File: src/rtl/secuencia_generador_pkg.sv
// secuencia_generador_pkg: shared FSM encoding and counter-width helper
package secuencia_generador_pkg;
  typedef enum logic [1:0] {IDLE = 2'b00, SHIFT = 2'b01, FIN = 2'b10} state_t;
  function automatic int cnt_w(input int n);
    return (n <= 2) ? 1 : $clog2(n);
  endfunction
endpackage

File: src/rtl/secuencia_generador_if.sv
// secuencia_generador_if: start/pattern request in, serial stream and status out
interface secuencia_generador_if #(parameter int WIDTH = 8, parameter int REP_W = 4);
  logic             start;
  logic [WIDTH-1:0] pattern;
  logic [REP_W-1:0] reps;
  logic             w;
  logic             valid;
  logic             busy;
  logic             done;
  modport master(output start, pattern, reps, input w, valid, busy, done);
  modport slave(input start, pattern, reps, output w, valid, busy, done);
endinterface

File: src/rtl/secuencia_generador_divisor_tick.sv
// divisor_tick: one tick every BIT_CYCLES enabled cycles, restartable with clr
module divisor_tick
  import secuencia_generador_pkg::*;
#(
  parameter int BIT_CYCLES = 1
) (
  input  logic clk,
  input  logic reset,
  input  logic clr,
  input  logic en,
  output logic tick
);
  localparam int CW = cnt_w(BIT_CYCLES);
  localparam logic [CW-1:0] LAST = CW'(BIT_CYCLES - 1);
  logic [CW-1:0] cnt;
  assign tick = en && (cnt == LAST);
  always_ff @(posedge clk or negedge reset)
    if (!reset) cnt <= '0;
    else if (clr) cnt <= '0;
    else if (en) cnt <= tick ? '0 : cnt + 1'b1;
endmodule

File: src/rtl/secuencia_generador.sv
// secuencia_generador: latches a pattern and shifts it out MSB-first, repeated reps+1 times
module secuencia_generador
  import secuencia_generador_pkg::*;
#(
  parameter int WIDTH      = 8,
  parameter int BIT_CYCLES = 1,
  parameter int REP_W      = 4
) (
  input logic                 clk,
  input logic                 reset,
  secuencia_generador_if.slave bus
);
  localparam int BW = cnt_w(WIDTH);
  localparam logic [BW-1:0] MSB = BW'(WIDTH - 1);
  state_t           state;
  logic [WIDTH-1:0] sr;
  logic [WIDTH-1:0] pat_q;
  logic [BW-1:0]    bit_cnt;
  logic [REP_W-1:0] play_cnt;
  logic             tick;
  logic             last_bit;
  logic             last_play;
  divisor_tick #(.BIT_CYCLES(BIT_CYCLES)) u_div (
    .clk  (clk),
    .reset(reset),
    .clr  (state != SHIFT),
    .en   (state == SHIFT),
    .tick (tick)
  );
  assign last_bit  = bit_cnt == '0;
  assign last_play = play_cnt == '0;
  // sr holds only the bits still to come; the bit on w lives in bus.w
  always_ff @(posedge clk or negedge reset)
    if (!reset) begin
      state     <= IDLE;
      sr        <= '0;
      pat_q     <= '0;
      bit_cnt   <= '0;
      play_cnt  <= '0;
      bus.w     <= 1'b0;
      bus.valid <= 1'b0;
      bus.busy  <= 1'b0;
      bus.done  <= 1'b0;
    end else begin
      case (state)
        IDLE: if (bus.start) begin
          state     <= SHIFT;
          pat_q     <= bus.pattern;
          sr        <= bus.pattern << 1;
          play_cnt  <= bus.reps;
          bit_cnt   <= MSB;
          bus.w     <= bus.pattern[WIDTH-1];
          bus.valid <= 1'b1;
          bus.busy  <= 1'b1;
        end
        SHIFT: if (tick) begin
          if (!last_bit) begin
            sr      <= sr << 1;
            bit_cnt <= bit_cnt - 1'b1;
            bus.w   <= sr[WIDTH-1];
          end else if (!last_play) begin
            sr       <= pat_q << 1;
            bit_cnt  <= MSB;
            play_cnt <= play_cnt - 1'b1;
            bus.w    <= pat_q[WIDTH-1];
          end else begin
            state     <= FIN;
            bus.w     <= 1'b0;
            bus.valid <= 1'b0;
            bus.done  <= 1'b1;
          end
        end
        FIN: begin
          state    <= IDLE;
          bus.busy <= 1'b0;
          bus.done <= 1'b0;
        end
        default: state <= IDLE;
      endcase
    end
endmodule

File: src/flat_wrapper.sv
// flat-port wrapper written by rule: the top's interface ports become plain ports
module secuencia_generador_flat import secuencia_generador_pkg::*;
#(
  parameter int WIDTH      = 8,
  parameter int BIT_CYCLES = 1,
  parameter int REP_W      = 4
)
  (clk, reset, bus_start, bus_pattern, bus_reps, bus_w, bus_valid, bus_busy, bus_done);
  secuencia_generador_if #(.WIDTH(WIDTH), .REP_W(REP_W)) bus_i ();
  input logic clk;
  input logic reset;
  input wire logic [$bits(bus_i.start)-1:0] bus_start;
  input wire logic [$bits(bus_i.pattern)-1:0] bus_pattern;
  input wire logic [$bits(bus_i.reps)-1:0] bus_reps;
  output wire logic [$bits(bus_i.w)-1:0] bus_w;
  output wire logic [$bits(bus_i.valid)-1:0] bus_valid;
  output wire logic [$bits(bus_i.busy)-1:0] bus_busy;
  output wire logic [$bits(bus_i.done)-1:0] bus_done;
  assign bus_i.start = bus_start;
  assign bus_i.pattern = bus_pattern;
  assign bus_i.reps = bus_reps;
  assign bus_w = bus_i.w;
  assign bus_valid = bus_i.valid;
  assign bus_busy = bus_i.busy;
  assign bus_done = bus_i.done;
  secuencia_generador #(.WIDTH(WIDTH), .BIT_CYCLES(BIT_CYCLES), .REP_W(REP_W)) u_core (.clk(clk), .reset(reset), .bus(bus_i));
endmodule
File: config.mk
export PLATFORM = sky130hd
export DESIGN_NAME = secuencia_generador_flat
export DESIGN_NICKNAME = d
export VERILOG_FILES = /design/src/rtl/secuencia_generador_pkg.sv /design/src/rtl/secuencia_generador_if.sv /design/src/rtl/secuencia_generador_divisor_tick.sv /design/src/rtl/secuencia_generador.sv /design/src/flat_wrapper.sv
export SDC_FILE = /design/constraint.sdc
export NUM_CORES = 1
export LEC_CHECK = 0
export CORE_MARGIN = 3
export CORE_UTILIZATION = 49
export DETAILED_ROUTE_END_ITERATION = 16
export HOLD_SLACK_MARGIN = 0.12
export PLACE_DENSITY = 0.77
export SLEW_MARGIN = 20
export SYNTH_ARGS = -nofsm -noshare
export SYNTH_HDL_FRONTEND = slang
export SYNTH_SLANG_ARGS = --single-unit
File: constraint.sdc
create_clock -name clk -period 1.75 [get_ports clk]
set_input_delay 0.35 -clock clk [delete_from_list [all_inputs] [get_ports clk]]
set_output_delay 0.35 -clock clk [all_outputs]
set_load 0.03 [all_outputs]
**Word-level counts from Yosys, hierarchy flattened**

Index checks and enable logic that the tools add are counted.

- Register bits after elaboration: 30
- Latch bits: 0
- RAM bits: 0
- ROM bits: 0
- Input bits: 15
- Memories kept: 0

- Add/subtract/negate cells: 3
- Multiply operators: 0
- Div/mod/pow operators: 0
- Order comparisons: 0
- Equality and inequality tests: 9
- Shifts and indexed selects: 0
- Mux-type cells: 38
- Bitwise gates (word level): 1
- Reductions and logical operators: 16

Operator list:

| kind | number |
|---|---|
| two-way mux 8 bit | 4 |
| two-way mux 4 bit | 4 |
| case mux 8 bit (2 select lines) | 1 |
| two-way mux 1 bit | 14 |
| two-way mux 3 bit | 4 |
| AND reduction 4 bit | 3 |
| AND reduction 5 bit | 2 |
| two-way mux 2 bit | 4 |
| != test 2 x 1 -> 1 bit, second input constant | 4 |
| case mux 1 bit (2 select lines) | 4 |
| case mux 4 bit (2 select lines) | 1 |
| nonzero test 2 bit | 4 |
| case mux 3 bit (2 select lines) | 1 |
| zero test 4 bit | 1 |
| != test 2 bit, second input constant | 2 |
| case mux 2 bit (2 select lines) | 1 |
| AND reduction 2 bit | 2 |
| subtractor 4 x 1 -> 4 bit, second input constant | 1 |
| zero test 3 bit | 1 |
| != test 3 bit, second input constant | 1 |
| AND reduction 3 bit | 1 |
| subtractor 3 x 1 -> 3 bit, second input constant | 1 |
| equality test 2 x 1 -> 1 bit, second input constant | 1 |
| equality test 2 bit, second input constant | 1 |
| other kinds (4) | 4 |

**Longest topological paths before layout**

- Depth after elaboration: 5
- Mapped depth: 7

**Cells and area by module**

Synthesis repeated with hierarchy kept, for this count alone.

- Cells, all modules: 132
- Area, all modules: 1,472.7 µm²

By module, submodules not included:

| module | instances | cells an instance | area each (µm²) | sequential area each (µm²) |
|---|---|---|---|---|
| secuencia_generador | 1 | 129 | 1,426.4 | 700.7 |
| divisor_tick | 1 | 3 | 46.3 | 25.0 |

**Worst setup path before layout**

OpenSTA, ideal clock, no wires.

- Path kind: register to register
- Start: reg u_core.play_cnt[0]
- End: reg u_core.play_cnt[0]
- Setup time: 0.121 ns
- Arrival: 1.501 ns
- Required time: 1.629 ns
- Slack: 0.127 ns
- Stages on the path, launching flop included: 7
- Path buffers: 0
- Cells stage by stage: dfrtp_1 inv_1 ha_1 or3b_4 a31oi_2 nor3_1 o22a_1

- Longest elaborated chain between the ends: 5
- Elaborated cells on any way between the ends: 8

Ends and longest elaborated chain:

| item | line | RTL |
|---|---|---|
| from (decl) | secuencia_generador.sv:19 | `logic [REP_W-1:0] play_cnt;` |
| from (signal assigned) | secuencia_generador.sv:50 | `play_cnt <= bus.reps;` |
| from (signal assigned) | secuencia_generador.sv:64 | `play_cnt <= play_cnt - 1'b1;` |
| subtractor 4 x 1 -> 4 bit | secuencia_generador.sv:64 |  |
| two-way mux 4 bit | secuencia_generador.sv:61 | `end else if (!last_play) begin` |
| two-way mux 4 bit | secuencia_generador.sv:57 | `if (!last_bit) begin` |
| two-way mux 4 bit | secuencia_generador.sv:56 | `SHIFT: if (tick) begin` |
| case mux 4 bit (2 select lines) | secuencia_generador.sv:45 | `case (state)` |

Several ways; a longest one is shown, not always the timed one. The select of a mux whose other input is x is not followed.
A chain may end at the register's enable or synchronous reset.

**Final worst setup path**

- Start: reg u_core.play_cnt[0]
- End: reg u_core.sr[3]

- Longest elaborated chain between the ends: 3

Ends and longest elaborated chain:

| item | line | RTL |
|---|---|---|
| zero test 4 bit | secuencia_generador.sv:31 | `assign last_play = play_cnt == '0;` |
| != test 3 bit (no line) | -- |  |
| AND reduction 4 bit (no line) | -- |  |
| to (signal assigned) | secuencia_generador.sv:49 | `sr <= bus.pattern << 1;` |
| to (signal assigned) | secuencia_generador.sv:58 | `sr <= sr << 1;` |
| to (signal assigned) | secuencia_generador.sv:62 | `sr <= pat_q << 1;` |
| to (decl) | secuencia_generador.sv:16 | `logic [WIDTH-1:0] sr;` |

No other way between the ends.

==> out/qor.csv <==
metric,value,unit
drt total wl,3380,µm
WP data required,1.98,ns
Max Transition Viols Final,0,
PwrDens,1366,nW/µm²
DRT iter0 DRCs,86,
number of enable flip-flop cells after synthesis,0,
port bufs,18,
critical path type,reg2reg,
crit-path cells,inv_2 -> ha_2 -> or3b_4 -> o221ai_4 -> buf_12 -> nand2_1 -> o31ai_1,
vias per inst,5.775,
crit path max-delay cell type,or3b_4,
vias in the first global route,1229,
Max H-tree Level,2,
buffers and inverters on the worst path,2,
initial antenna violation count,0,
root buf cell,clkbuf_4,
Worst EP arrival,1.91,ns
Tmin final,1.676,ns
"FF+latch count, synth",29,
"commonest non-fill, non-tap cells in the layout","29 x dfrtp_1, 25 x nand2_1, 14 x nor2_1, 14 x clkdlybuf4s50_1, 10 x buf_4",
post-detail-place hpwl,2420,µm
DR WL/cell,15.50,µm
sequential-to-total area share from yosys stat,47.50,%
Setup crit end kind,register,
RSZ-0062 raised after global routing,true,
GRT Total Usage,20.26,%
main flop type after synthesis,dfrtp_1,
row count,19,
synth warn,0,
min-delay worst type,in2async,
Final period util,95.78,%
max_cap viols,0,
Max stage delay on crit path,0.43,ns
I/O pin total,19,
synthesized cell area,1528,µm²
Die Ht,61.84,µm
hold_buf cts,0,
Syn Area/Cell,9.793,µm²
DRC,0,
ratio of cells with drive above 1 in the final layout,20.32,%
Inserted Clock Buffers,5,
Ant. Diodes,0,
setup_tns,0,ns
placed insts,210,
hold slack,0.3921,ns
status,"complete, no violations",
pin count of the biggest net entering global routing,30,
"most common cell after layout, fill and taps aside",dfrtp_1,
Layout Cells excl Fill,218,
final count of hold timing violations,0,
Netlist cell types,41,
antenna-violating nets left,0,
CP max FO,17,
clk_lat worst skew,0.34,ns
FMAX,596.6,MHz
CTS tree,done,
drt pass-1 iters,4,
CTS max path bufs,2,
clock sink count,29,
GPL Wtd Cong,0.8725,
ys async rst share,100.0,%
clock-pin slew on the worst setup and hold paths,0.10,ns
Peak VDD IR,0.8931,mV
Initial Util,53.55,%
crit-path leading delay family,simple AND/OR/NAND/NOR gates,
P_leak,0.8286,nW
Core Footprint,2853,µm²
first-pass GRT wire length,5526,µm
Syn Nets,174,
type of origin of the critical path,register,
P&R area growth vs syn,25.55,%
die span in x,61.84,µm
die area,3824,µm²
vias post-DR,1259,
endpoints failing setup,0,
"Remaining Overflow, GRT",0,
Post-Syn Instances,156,
nets@finish,205,
clk_skew,0.01196,ns
## area by class of cell
cell class	instances	area, µm²
Multi-Input combinational cell	114	750.7
Inverter	6	22.52
Clock inverter	1	7.507
Fill cell	237	934.6
Timing Repair Buffer	31	321.6
Sequential cell	29	725.7
Clock buffer	6	51.30
Tap cell	31	38.79
## final timing paths
| check | slack (ns) | cells after the start | end | startpoint |
|---|---|---|---|---|
| setup / recovery | 0.07 | 7 | u_core.sr[3]$_DFFE_PN0P_ | u_core.play_cnt[0]$_DFFE_PN0P_ |
| hold / removal | 0.39 | 2 | u_core.pat_q[0]$_DFFE_PN0P_ | reset |
| setup reg to reg | 0.07 | 7 | u_core.sr[3]$_DFFE_PN0P_ | u_core.play_cnt[0]$_DFFE_PN0P_ |
| hold reg to reg | 0.48 | 1 | u_core.bus.valid$_DFFE_PN0P_ | u_core.bus.valid$_DFFE_PN0P_ |
| max in group asynchronous | 1.09 | 2 | u_core.play_cnt[0]$_DFFE_PN0P_ | reset |
| min in group clk | 0.48 | 1 | u_core.bus.valid$_DFFE_PN0P_ | u_core.bus.valid$_DFFE_PN0P_ |
## metal layers
layer  share of wire, %  GRT usage (%)
met1                 44          24.74
met2                 49          31.99
met3                5.2          5.372
met4                1.9          12.12
met5                  0              0
## report_power, final
part | internal (W) | switching (W)
Clock | 0.000188 | 0.000236
Sequential | 0.000926 | 0.000158
Combinational | 0.000554 | 0.000557
Total | 0.00167 | 0.000952
## synth_stat cells (2+ instances only)
master	number	share of area (%)
ha_1	3	2.5
buf_2	3	0.98
and3_1	7	2.9
nand2b_1	3	1.2
and2b_1	2	0.98
mux2_2	8	5.9
o31ai_1	9	4.4
nand2_1	25	6.1
o21ai_0	3	0.98
o21ai_1	2	0.66
nor2_1	14	3.4
nand3_1	2	0.66
a21oi_1	8	2.6
nor2b_1	3	1.2
clkbuf_1	2	0.49
nor3_1	3	0.98
inv_1	6	1.5
or3_1	2	0.82
dfrtp_1	29	48
## through the flow
stage          total power (W)  util, %  worst slack [ns]  instance area (µm²)
2_1_floorplan         0.001832        -            0.1274                 1528
3_3_place_gp          0.002099    63.82          0.008571                 1821
3_5_place_dp          0.002170    63.82          -0.06791                 1821
4_1_cts               0.002606    66.18           0.02020                 1888
5_1_grt               0.002813    67.24          -0.02616                 1918
6_report              0.002619    67.24           0.07388                 1918
## kinds of logic (layout without fill, tap and decap cells)
family / count (synthesis) / after routing / share of synthesized area [%]
buf+inv: 13 / 44 / 4.177
simple gates: 66 / 66 / 21.87
other cells: 1 / 1 / 0.2455
fa+ha+maj: 3 / 3 / 2.457
flops: 29 / 29 / 47.50
compound gates: 35 / 35 / 17.20
mux: 9 / 9 / 6.552
## flip-flops by register name, indices dropped and copies added, names as in the netlist
register	flops
u_core.bus.busy	1
u_core.play_cnt	4
u_core.u_div.cnt	1
u_core.bit_cnt	3
u_core.pat_q	8
u_core.state	2
u_core.bus.w	1
u_core.bus.valid	1
u_core.bus.done	1
u_core.sr	7
## timing repair
action                     CTS  global route
setup endpoints to repair    2            11
pin swaps                    0             1
resized for setup            3             5
buffers inserted             0             1
cloned                       0             0
Power figures use the tool's default switching activity.
